<file path="src/rtl/nes_poll_scheduler.sv">
// ============================================================================
// Module  : nes_poll_scheduler
// Brief   : Two-port NES controller poller sharing one latch/clock pair, with
//           valid/ack result delivery. Optional macro NES_EDGE_DETECT_EN adds
//           per-pad newly-pressed outputs.
// Revision: 1.0 - initial release
// ============================================================================
`default_nettype none

module nes_poll_scheduler #(
    parameter int CLK_DIV     = 600,
    parameter int POLL_PERIOD = 833333
) (
    input  logic       master_clock,
    input  logic       reset,
    input  logic       enable,
    input  logic       poll_req,
    output logic       busy,
    output logic       data_latch,
    output logic       data_clock,
    input  logic [1:0] serial_data,
    output logic [7:0] pad0_state,
    output logic [7:0] pad1_state,
    output logic       state_valid,
    input  logic       state_ack,
    output logic       overrun
`ifdef NES_EDGE_DETECT_EN
    ,
    output logic [7:0] pad0_pressed,
    output logic [7:0] pad1_pressed
`endif
);

    localparam int DIV_W = (CLK_DIV > 1) ? $clog2(CLK_DIV) : 1;
    localparam int TMR_W = (POLL_PERIOD > 1) ? $clog2(POLL_PERIOD) : 1;
    localparam logic [DIV_W-1:0] DIV_LAST = DIV_W'(CLK_DIV - 1);
    localparam logic [TMR_W-1:0] TMR_LAST = TMR_W'(POLL_PERIOD - 1);

    localparam logic [1:0] ST_IDLE  = 2'd0;
    localparam logic [1:0] ST_LATCH = 2'd1;
    localparam logic [1:0] ST_READ  = 2'd2;
    localparam logic [1:0] ST_DONE  = 2'd3;

    logic [1:0]       state;
    logic [DIV_W-1:0] div;
    logic             tick;
    logic [TMR_W-1:0] poll_timer;
    logic             timer_wrap;
    logic             pending;
    logic             latch_half;
    logic             read_half;
    logic [2:0]       bit_cnt;
    logic [7:0]       shift0;
    logic [7:0]       shift1;

    assign busy       = (state != ST_IDLE);
    assign tick       = busy && (div == DIV_LAST);
    assign timer_wrap = enable && (poll_timer == TMR_LAST);

    always_ff @(posedge master_clock) begin
        if (reset) begin
            poll_timer <= '0;
        end else if (!enable || timer_wrap) begin
            poll_timer <= '0;
        end else begin
            poll_timer <= poll_timer + 1'b1;
        end
    end

    // Requests arriving while a poll is pending or running collapse into one.
    always_ff @(posedge master_clock) begin
        if (reset) begin
            pending <= 1'b0;
        end else begin
            pending <= (pending && (state != ST_IDLE)) || poll_req || timer_wrap;
        end
    end

    // Divider sits at zero in IDLE, so entry to LATCH always starts a full period.
    always_ff @(posedge master_clock) begin
        if (reset) begin
            div <= '0;
        end else if (!busy || tick) begin
            div <= '0;
        end else begin
            div <= div + 1'b1;
        end
    end

    always_ff @(posedge master_clock) begin
        if (reset) begin
            state       <= ST_IDLE;
            data_latch  <= 1'b0;
            data_clock  <= 1'b0;
            latch_half  <= 1'b0;
            read_half   <= 1'b0;
            bit_cnt     <= 3'd0;
            shift0      <= 8'd0;
            shift1      <= 8'd0;
            pad0_state  <= 8'd0;
            pad1_state  <= 8'd0;
            state_valid <= 1'b0;
            overrun     <= 1'b0;
`ifdef NES_EDGE_DETECT_EN
            pad0_pressed <= 8'd0;
            pad1_pressed <= 8'd0;
`endif
        end else begin
            overrun <= 1'b0;
            if (state_ack) begin
                state_valid <= 1'b0;
            end
            case (state)
                ST_IDLE: begin
                    if (pending) begin
                        state      <= ST_LATCH;
                        data_latch <= 1'b1;
                        latch_half <= 1'b0;
                    end
                end
                ST_LATCH: begin
                    if (tick) begin
                        if (latch_half) begin
                            state      <= ST_READ;
                            data_latch <= 1'b0;
                            bit_cnt    <= 3'd0;
                            read_half  <= 1'b0;
                        end else begin
                            latch_half <= 1'b1;
                        end
                    end
                end
                ST_READ: begin
                    if (tick) begin
                        if (!read_half) begin
                            // Lines are active-low; first bit ends up in bit 7.
                            shift0     <= {shift0[6:0], ~serial_data[0]};
                            shift1     <= {shift1[6:0], ~serial_data[1]};
                            data_clock <= 1'b1;
                            read_half  <= 1'b1;
                        end else begin
                            data_clock <= 1'b0;
                            read_half  <= 1'b0;
                            if (bit_cnt == 3'd7) begin
                                state <= ST_DONE;
                            end else begin
                                bit_cnt <= bit_cnt + 3'd1;
                            end
                        end
                    end
                end
                ST_DONE: begin
                    pad0_state  <= shift0;
                    pad1_state  <= shift1;
                    state_valid <= 1'b1;
                    overrun     <= state_valid && !state_ack;
`ifdef NES_EDGE_DETECT_EN
                    pad0_pressed <= shift0 & ~pad0_state;
                    pad1_pressed <= shift1 & ~pad1_state;
`endif
                    state <= ST_IDLE;
                end
                default: begin
                    state <= ST_IDLE;
                end
            endcase
        end
    end

endmodule

`default_nettype wire
</file>
<file path="config.mk">
export PLATFORM = sky130hd
export DESIGN_NAME = nes_poll_scheduler
export DESIGN_NICKNAME = d
export VERILOG_FILES = /design/src/rtl/nes_poll_scheduler.sv
export SDC_FILE = /design/constraint.sdc
export NUM_CORES = 1
export LEC_CHECK = 0
export ABC_AREA = 1
export BUFFER_PORTS_ARGS = -buffer_cell sky130_fd_sc_hd__buf_2
export CORE_MARGIN = 5
export CORE_UTILIZATION = 56
export CTS_CLUSTER_DIAMETER = 100
export DETAILED_ROUTE_END_ITERATION = 7
export PLACE_DENSITY = 0.82
export SLEW_MARGIN = 15
export SYNTH_ARGS = -nofsm -noshare
export SYNTH_HDL_FRONTEND = slang
export SYNTH_SLANG_ARGS = --single-unit
</file>
<file path="constraint.sdc">
create_clock -name master_clock -period 3.2 [get_ports master_clock]
set_input_delay 0.48 -clock master_clock [delete_from_list [all_inputs] [get_ports master_clock]]
set_output_delay 0.48 -clock master_clock [all_outputs]
set_load 0.02 [all_outputs]
</file>
======== After elaboration in Yosys (flattened, before gate mapping) ========
Index checks and enable logic that the tools add are counted.
storage, ports and cells
  flip-flop bits (word level) ............. 74
  input port bits ......................... 7
  output and inout bits ................... 21
  logic and storage cells ................. 86
cells by class
  $add $sub $neg .......................... 3
  equality and inequality tests ........... 13
  multiplexer cells ....................... 25
  bitwise operators ....................... 4
  reductions and logical operators ........ 26
operator list
  kind                                                             number
  20-bit by 1-bit adder with 20-bit output, second input constant  1
  20-bit == test, second input constant                            1
  3-bit two-way mux                                                5
  2-bit inequality test, second input constant                     7
  2-bit two-way mux                                                6
  6-bit AND reduction                                              2
  10-bit by 1-bit adder with 10-bit output, second input constant  1
  10-bit == test, second input constant                            1
  1-bit two-way mux                                                9
  2-bit one-hot mux with 4 select lines                            1
  4-bit AND reduction                                              2
  2-bit nonzero test                                               4
  1-bit one-hot mux with 2 select lines                            3
  3-bit one-hot mux with 2 select lines                            1
  3-bit AND reduction                                              2
  2-bit OR reduction                                               3
  2-bit == test, second input constant                             2
  1-bit logical AND                                                4
  1-bit logical OR                                                 4
  1-bit inverter                                                   4
  3-bit by 1-bit adder with 3-bit output, second input constant    1
  3-bit == test, second input constant                             1
  1-bit zero test                                                  3
  2-bit by 1-bit == test with 1-bit output, second input constant  1
  2 further kinds                                                  2

======== Depth between registers and ports, before layout ========
Gate-level depths: netlist of run 1.
  depth in word-level cells ............... 5
  mapped depth ............................ 10

======== Worst setup path before layout of run 1 ========
Ideal clock, no wire load.
  path type ............................... reg-to-reg
  start ................................... register state[0]
  end ..................................... register state[0]
  setup time .............................. 0.115 ns
  data arrival time ....................... 1.486 ns
  data required time ...................... 3.085 ns
  path slack .............................. 1.599 ns
  cell stages (with the launch flop) ...... 9
  buffers on the path ..................... 0
  period minus slack after synthesis ...... 1.601 ns
  cell sequence ........................... dfxtp_1 inv_1 ha_1 inv_1 nor2_1 nor3_1 nand3_1 nand2_1 nor2_1
on the way
  longest elaborated chain between the ends .. 4
ends and longest elaborated chain
  what                                    RTL line  source
  start, declared                         44        logic [1:0] state;
  start signal, assigned                  92        state <= ST_IDLE;
  start signal, assigned                  116       state <= ST_LATCH;
  start signal, assigned                  124       state <= ST_READ;
  2-bit nonzero test *                    56        assign busy = (state != ST_IDLE);
  via busy                                18        output logic busy,
  1-bit logical AND *                     57        assign tick = busy && (div == DIV_LAST);
  2-bit inequality test (no source line)  --
  6-bit AND reduction (no source line) *  --
Mark *: on every way through the listed nets, which the timed path passes. The rest lies on a longest branch.
A chain may end at the register's enable or synchronous reset.

======== Worst setup path after layout of run 1 ========
  start ................................... register state[0]
  end ..................................... output busy
on the way
  longest elaborated chain between the ends .. 1
ends and longest elaborated chain
  what                RTL line
  2-bit nonzero test  56
  end, declared       18
Every way passes these cells.

==> results of run 1 <==
-- flip-flops by register name, indices dropped and copies added, names as in the netlist --
signal and count:
div 10, pad0_state 8, shift1 8, state_valid 1, poll_timer 20, shift0 8, pending 1, bit_cnt 3
data_clock 1, overrun 1, latch_half 1, read_half 1, state 2, data_latch 1, pad1_state 8
-- per-layer routing --
metal	routed length, um	vias up
met1	3000	1268
met3	337	17
met4	160	0
li1	-	1478
met2	2980	85
met5	0	-
-- path summary, 6_finish.rpt --
path	startpoint	slack, ns	cells past startpoint	to
setup / recovery	state[0]$_SDFFE_PP0P_	1.30	4	busy
hold / removal	reset	0.38	2	data_latch$_SDFFE_PP0P_
setup reg to reg	poll_timer[12]$_SDFF_PP0_	1.37	7	poll_timer[17]$_SDFF_PP0_
hold reg to reg	shift1[7]$_SDFFE_PP0P_	0.46	2	pad1_state[7]$_SDFFE_PP0P_
-- cells in the mapped netlist, types with 2 or more instances --
master,instances,area (um2)
nor2_4,2,22.5
nand3_1,19,95.1
nor3b_1,3,22.5
nand3_2,2,20.0
buf_2,6,30.0
nor2_2,2,12.5
dfxtp_1,74,1480
nand2_2,2,12.5
nor3_1,12,60.1
nand4_1,13,81.3
o21ai_0,22,110
nor2_1,74,278
xor2_1,5,43.8
clkbuf_1,3,11.3
inv_2,2,7.51
inv_1,56,210
nand2_1,86,323
buf_6,3,33.8
a21oi_1,43,215
ha_1,9,113
-- area by class of cell --
class / instances / area [um2]
fillers: 489 / 1990
clock buffers: 10 / 138
clock inverters: 5 / 31.3
well taps: 72 / 90.1
multi-input cells: 303 / 1490
repair buffers: 28 / 143
flip-flops and latches: 74 / 1480
inverters: 58 / 218
-- power by group through the flow --
stage / logic [uW] / registers, uW / clock network, uW
finish: 463 / 1030 / 633
global route: 539 / 1040 / 687
CTS: 462 / 1030 / 647
detailed placement: 456 / 1050 / 0
global placement: 441 / 1040 / 0
floorplan: 330 / 1070 / 0
-- per-stage QoR --
step                instances  hold slack [ns]  setup WS, ns
floorplan                 448            0.418          1.60
global placement          535            0.432          1.18
detailed placement        535            0.448          1.12
CTS                       550            0.367          1.28
global route              550            0.384          1.14
finish                    550            0.381          1.30
-- cell families after synthesis --
family | after synthesis | synth area share (%)
compound gates | 69 | 10.9
simple gates | 220 | 29.8
flops | 74 | 45.4
buf+inv | 71 | 9.08
fa+ha+maj | 9 | 3.45
xor+xnor | 5 | 1.34
-- placed cells by master (no fill, tap or decap) --
cell        synthesis  routed
nor3_1             12      12
inv_1              56      56
nor2_1             74      74
nand4_1            13      13
nor3b_1             3       3
o21ai_1             1       1
buf_2               6      27
inv_2               2       2
nand2_1            86      86
nand2_2             2       2
o21bai_1            1       1
nor2_4              2       2
ha_1                9       9
clkbuf_8            0      10
dfxtp_1            74      74
clkinv_4            0       1
nor3_2              1       1
nand3_4             1       1
o211a_1             1       1
buf_4               0       1
and3_1              1       1
o21ai_0            22      22
o21ai_2             1       1
nor2_2              2       2
or2_2               1       1
clkinvlp_4          0       1
a21oi_1            43      43
nand3b_1            1       1
nand3_1            19      19
xor2_1              5       5
clkinv_2            0       3
nand3_2             2       2
==> qor.txt, run 1 <==
Setup TNS: 0 ns
Die width: 86.4 um
Crit Path Max Fanout: 6
Leak pwr: 0.00154 uW
Area of the core: 5570 um2
Seq/Total Area, Yosys: 45.4%
Power per cell area: 593 nW/um2
Skew-Pair Late Insertion Delay: 0.35 ns
Internal power: 1430 uW
Pin count of the biggest net entering global routing: 39
Least-Margin Pin Slew: 0.993 ns
Max VDD drop: 0.363 mV
Switch Pwr: 694 uW
Placement Cell Area: 3420 um2
Peak Freq: 525 MHz
# clock sinks: 74
Die Ht: 86.4 um
Starting Density: 58.6%
WL/cell: 11.8 um
Num CTS Buffers: 9
Combinational power share: 21.8%
Max-slew violations: 0
Final hold viol count: 0
First-pass GRT wire length: 11.8 mm
GP Congestion: 0.832
Synth Register Bits: 74
Sequential power share: 48.4%
CP cell instances: inv_1 > ha_1 > inv_1 > buf_2
CP arrival: 1.42 ns
Main synth FF type: dfxtp_1
Cts-stage hold buffer count: 0
Hold WC Path Type: in -> reg
Mapped Area: 3270 um2
Synth Net Count: 464
Required @ worst endpoint: 2.72 ns
ANT nets after route: 0
Fin crit share: 59.5%
Post-Syn Instances: 448
Met1 Use GR: 22.8%
Maximum clock path buffer count: 2
Final HPWL DP: 4.49 mm
Final core utilization: 64.4%
Drc violations: 0
H-tree Lvls: 3
GRT Resource Usage Total: 19.3%
Setup violators final: 0
Final clock skew: 0.00786 ns
Number of enable flip-flop cells after synthesis: 0
Clock share of power: 29.8%
Vias per cell: 5.18
I/O pin count: 28
Switching part of the total: 32.6%
Max_slew headroom: 33.8%
Critical Path Most Common Cell: inv_1
Final min period: 1.90 ns
Rows: 27
CP endpoint kind: output pin
Netlist cell types: 30
M3 GR Usage: 4.18%
Ys Warns: 0
1st-iter DRT viols: 147
Clk pin slew, worst setup/hold paths: 0.07 ns
CP top delay family: buffers and inverters
Ant. Diodes: 0
Max stage delay on crit path: 0.38 ns
GRT Residual Overflow: 0
Worst setup SP type: flip-flop
Initial antenna violation count: 0
Layout Nets: 490
Max cap viols: 0
Crit-path slowest cell: dfxtp_1
Final Cell Area: 3590 um2
TritonCTS clock tree: yes
Setup repair after global routing missed its margin: false
Drt pass-1 iters: 5
Setup CP Type: reg -> out
PnR Total Power: 2130 uW
Routed via count: 2848
IO buf count: 27
Die Area: 7460 um2
Vias in the first global route: 2844
Fraction of layout cells with a size suffix above 1: 11.9%
GR peak layer: met2
Avg Inst Size Synth: 7.29 um2
Met2 usage: 32.7%
Status: complete, no violations
Total wire length: 6.48 mm
Setup bufs post-CTS: 0
Crit path buf inv count: 3
Area growth syn-to-layout: 9.89%
Root buf cell: clkbuf_8
Async SR Flop Fraction: 0%
Post-CTS sizing: 0
(Power assumes the default switching activity.)
==> run 2, diff against run 1 <==
==> constraint.sdc (replaced) <==
create_clock -name master_clock -period 1.8 [get_ports master_clock]
set_input_delay 0.27 -clock master_clock [delete_from_list [all_inputs] [get_ports master_clock]]
set_output_delay 0.27 -clock master_clock [all_outputs]
set_load 0.02 [all_outputs]
==> qor.txt, run 2 (synthesis results as in run 1) <==
Status: complete, no violations
Worst R2R End: shift1[1]$_SDFFE_PP0P_
Dpl cells: 540
Clk pin slew, worst setup/hold paths: 0.08 ns
DR top layer: met4
Peak Freq: 580 MHz
Max_slew headroom: 73.0%
Crit-path slowest cell: dfxtp_1
CP arrival: 1.97 ns
Vias per cell: 5.09
Leak pwr: 0.00158 uW
Final min period: 1.72 ns
Most frequent cells in the layout: 86 x nand2_1, 74 x nor2_1, 73 x dfxtp_1
Max reg flops: 20
Max stage delay on crit path: 0.37 ns
Fin Hold WS: 0.184 ns
Post-Layout Cell Count: 561
First-pass GRT wire length: 10.7 mm
Fillers: 479
Drc violations: 0
Starting Density: 58.6%
H-tree Lvls: 3
CP endpoint kind: flip-flop
Max cap viols: 0
Final hold viol count: 0
Final HPWL DP: 4.52 mm
Vias in the first global route: 2536
Root buf cell: clkbuf_8
Area occupied by multi-input gates: 1530 um2
Drt pass-1 iters: 5
Commonest non-fill, non-tap cell in the layout: nand2_1
# clock sinks: 74
Max VDD drop: 0.719 mV
Skew-Pair Late Insertion Delay: 0.35 ns
Routed via count: 2854
Worst setup SP type: flip-flop
Hold WC Path Type: in -> reg
Ant. Diodes: 0
Layout Nets: 500
ANT nets after route: 0
Total wire length: 6.63 mm
CP cell instances: ha_1 > nand2_1 > inv_1 > nand3_2 > nor2_4 > nand3_2 > nor2_1 > nor2_1
Setup CP Type: reg -> reg
Met1 wire length: 3.20 mm
1st-iter DRT viols: 138
Die Area: 7460 um2
Final clock skew: 0.00992 ns
Hold Crit Start: state_ack
Rows: 27
GRT Resource Usage Total: 17.9%
Fin crit share: 95.7%
I/O pin count: 28
Reg2reg path depth: 8
Pin count of the biggest net entering global routing: 35
Power per cell area: 1060 nW/um2
GRT Residual Overflow: 0
Maximum clock path buffer count: 2
Required @ worst endpoint: 2.05 ns
Initial antenna violation count: 0
WHS Endpoint: state_valid$_SDFFE_PP0P_
Die width: 86.4 um
IO buf count: 27
Biggest register: poll_timer
Least-Margin Pin Slew: 0.403 ns
Biggest regs: poll_timer: 20 flops, div: 10 flops
Setup repair after global routing missed its margin: true
TritonCTS clock tree: yes
WL/cell: 11.8 um
Met3 Wirelength: 288 um
Reg2reg start: div[0]$_SDFF_PP0_
Fraction of layout cells with a size suffix above 1: 14.7%
Area of the core: 5570 um2
Sequential Area: 1480 um2
Max-slew violations: 0
Num CTS Buffers: 9
Met2 wire len: 3.03 mm
R2r setup slk: 0.08 ns
Crit Path Max Fanout: 8
GP Congestion: 0.884
Setup violators final: 0
Area growth syn-to-layout: 13.7%
Die Ht: 86.4 um
Hold depth: 4
## run 2: cell count changes in the layout (fill, tap and decap cells not counted), sizes merged
cell	delta
clkinv	-2
buf	+8
clkbuf	+1
clkinvlp	+1
inv	+1
nand3	+2
## run 2: per-layer routing
layer	track usage (%)	up-vias
met5	0	-
met2	29.8	50
li1	-	1498
met1	21.7	1295
met3	3.52	11
met4	9.35	0
## run 2: repair_timing
| action | 4_1_cts | 5_1_grt |
|---|---|---|
| hold buffers | 0 | 0 |
| endpoints found under the setup margin | 0 | 22 |
| resized for setup | 0 | 6 |
| buffers inserted | 0 | 3 |
## run 2: worst max-delay path, delay by kind of cell, from the launching register on
family / cells / cell delay (ns)
adders and majority gates: 1 / 0.19
buffers and inverters: 1 / 0.13
DFF: 1 / 0.37
and+or+nand+nor: 6 / 0.91
## run 2: worst max path at each step
stage,from,endpoint
6_report,div[0]$_SDFF_PP0_,shift1[1]$_SDFFE_PP0P_
5_1_grt,div[0]$_SDFF_PP0_,shift0[6]$_SDFFE_PP0P_
4_1_cts,div[0]$_SDFF_PP0_,shift1[1]$_SDFFE_PP0P_
3_5_place_dp,state[0]$_SDFFE_PP0P_,state[0]$_SDFFE_PP0P_
3_3_place_gp,state[0]$_SDFFE_PP0P_,state[0]$_SDFFE_PP0P_
2_1_floorplan,state[0]$_SDFFE_PP0P_,state[0]$_SDFFE_PP0P_
## run 2: through the flow
stage                     power [uW]  setup WS [ns]  TNS (ns)  area, um2  utilization [%]
after detailed placement        2690         0.0789         0       3460             62.0
after global placement          2640          0.147         0       3460             62.0
after floorplan                 2480          0.199         0       3270                -
after global routing            4150        -0.0257   -0.0547       3710             66.6
after CTS                       3900         0.0406         0       3650             65.4
final                           3930         0.0770         0       3710             66.6
## run 2: power breakdown
| part | internal [uW] | switching (uW) |
|---|---|---|
| sequential | 1750 | 74.6 |
| combinational | 304 | 585 |
| clock | 580 | 632 |
## run 2: layout make-up
| class | count | share of cell area, % |
|---|---|---|
| Timing Repair Buffer | 36 | 5.46 |
| Clock inverter | 5 | 1.01 |
| Tap cell | 72 | 2.43 |
| Multi-Input combinational cell | 305 | 41.2 |
| Sequential cell | 74 | 39.9 |
| Inverter | 58 | 5.86 |
| Clock buffer | 11 | 4.08 |
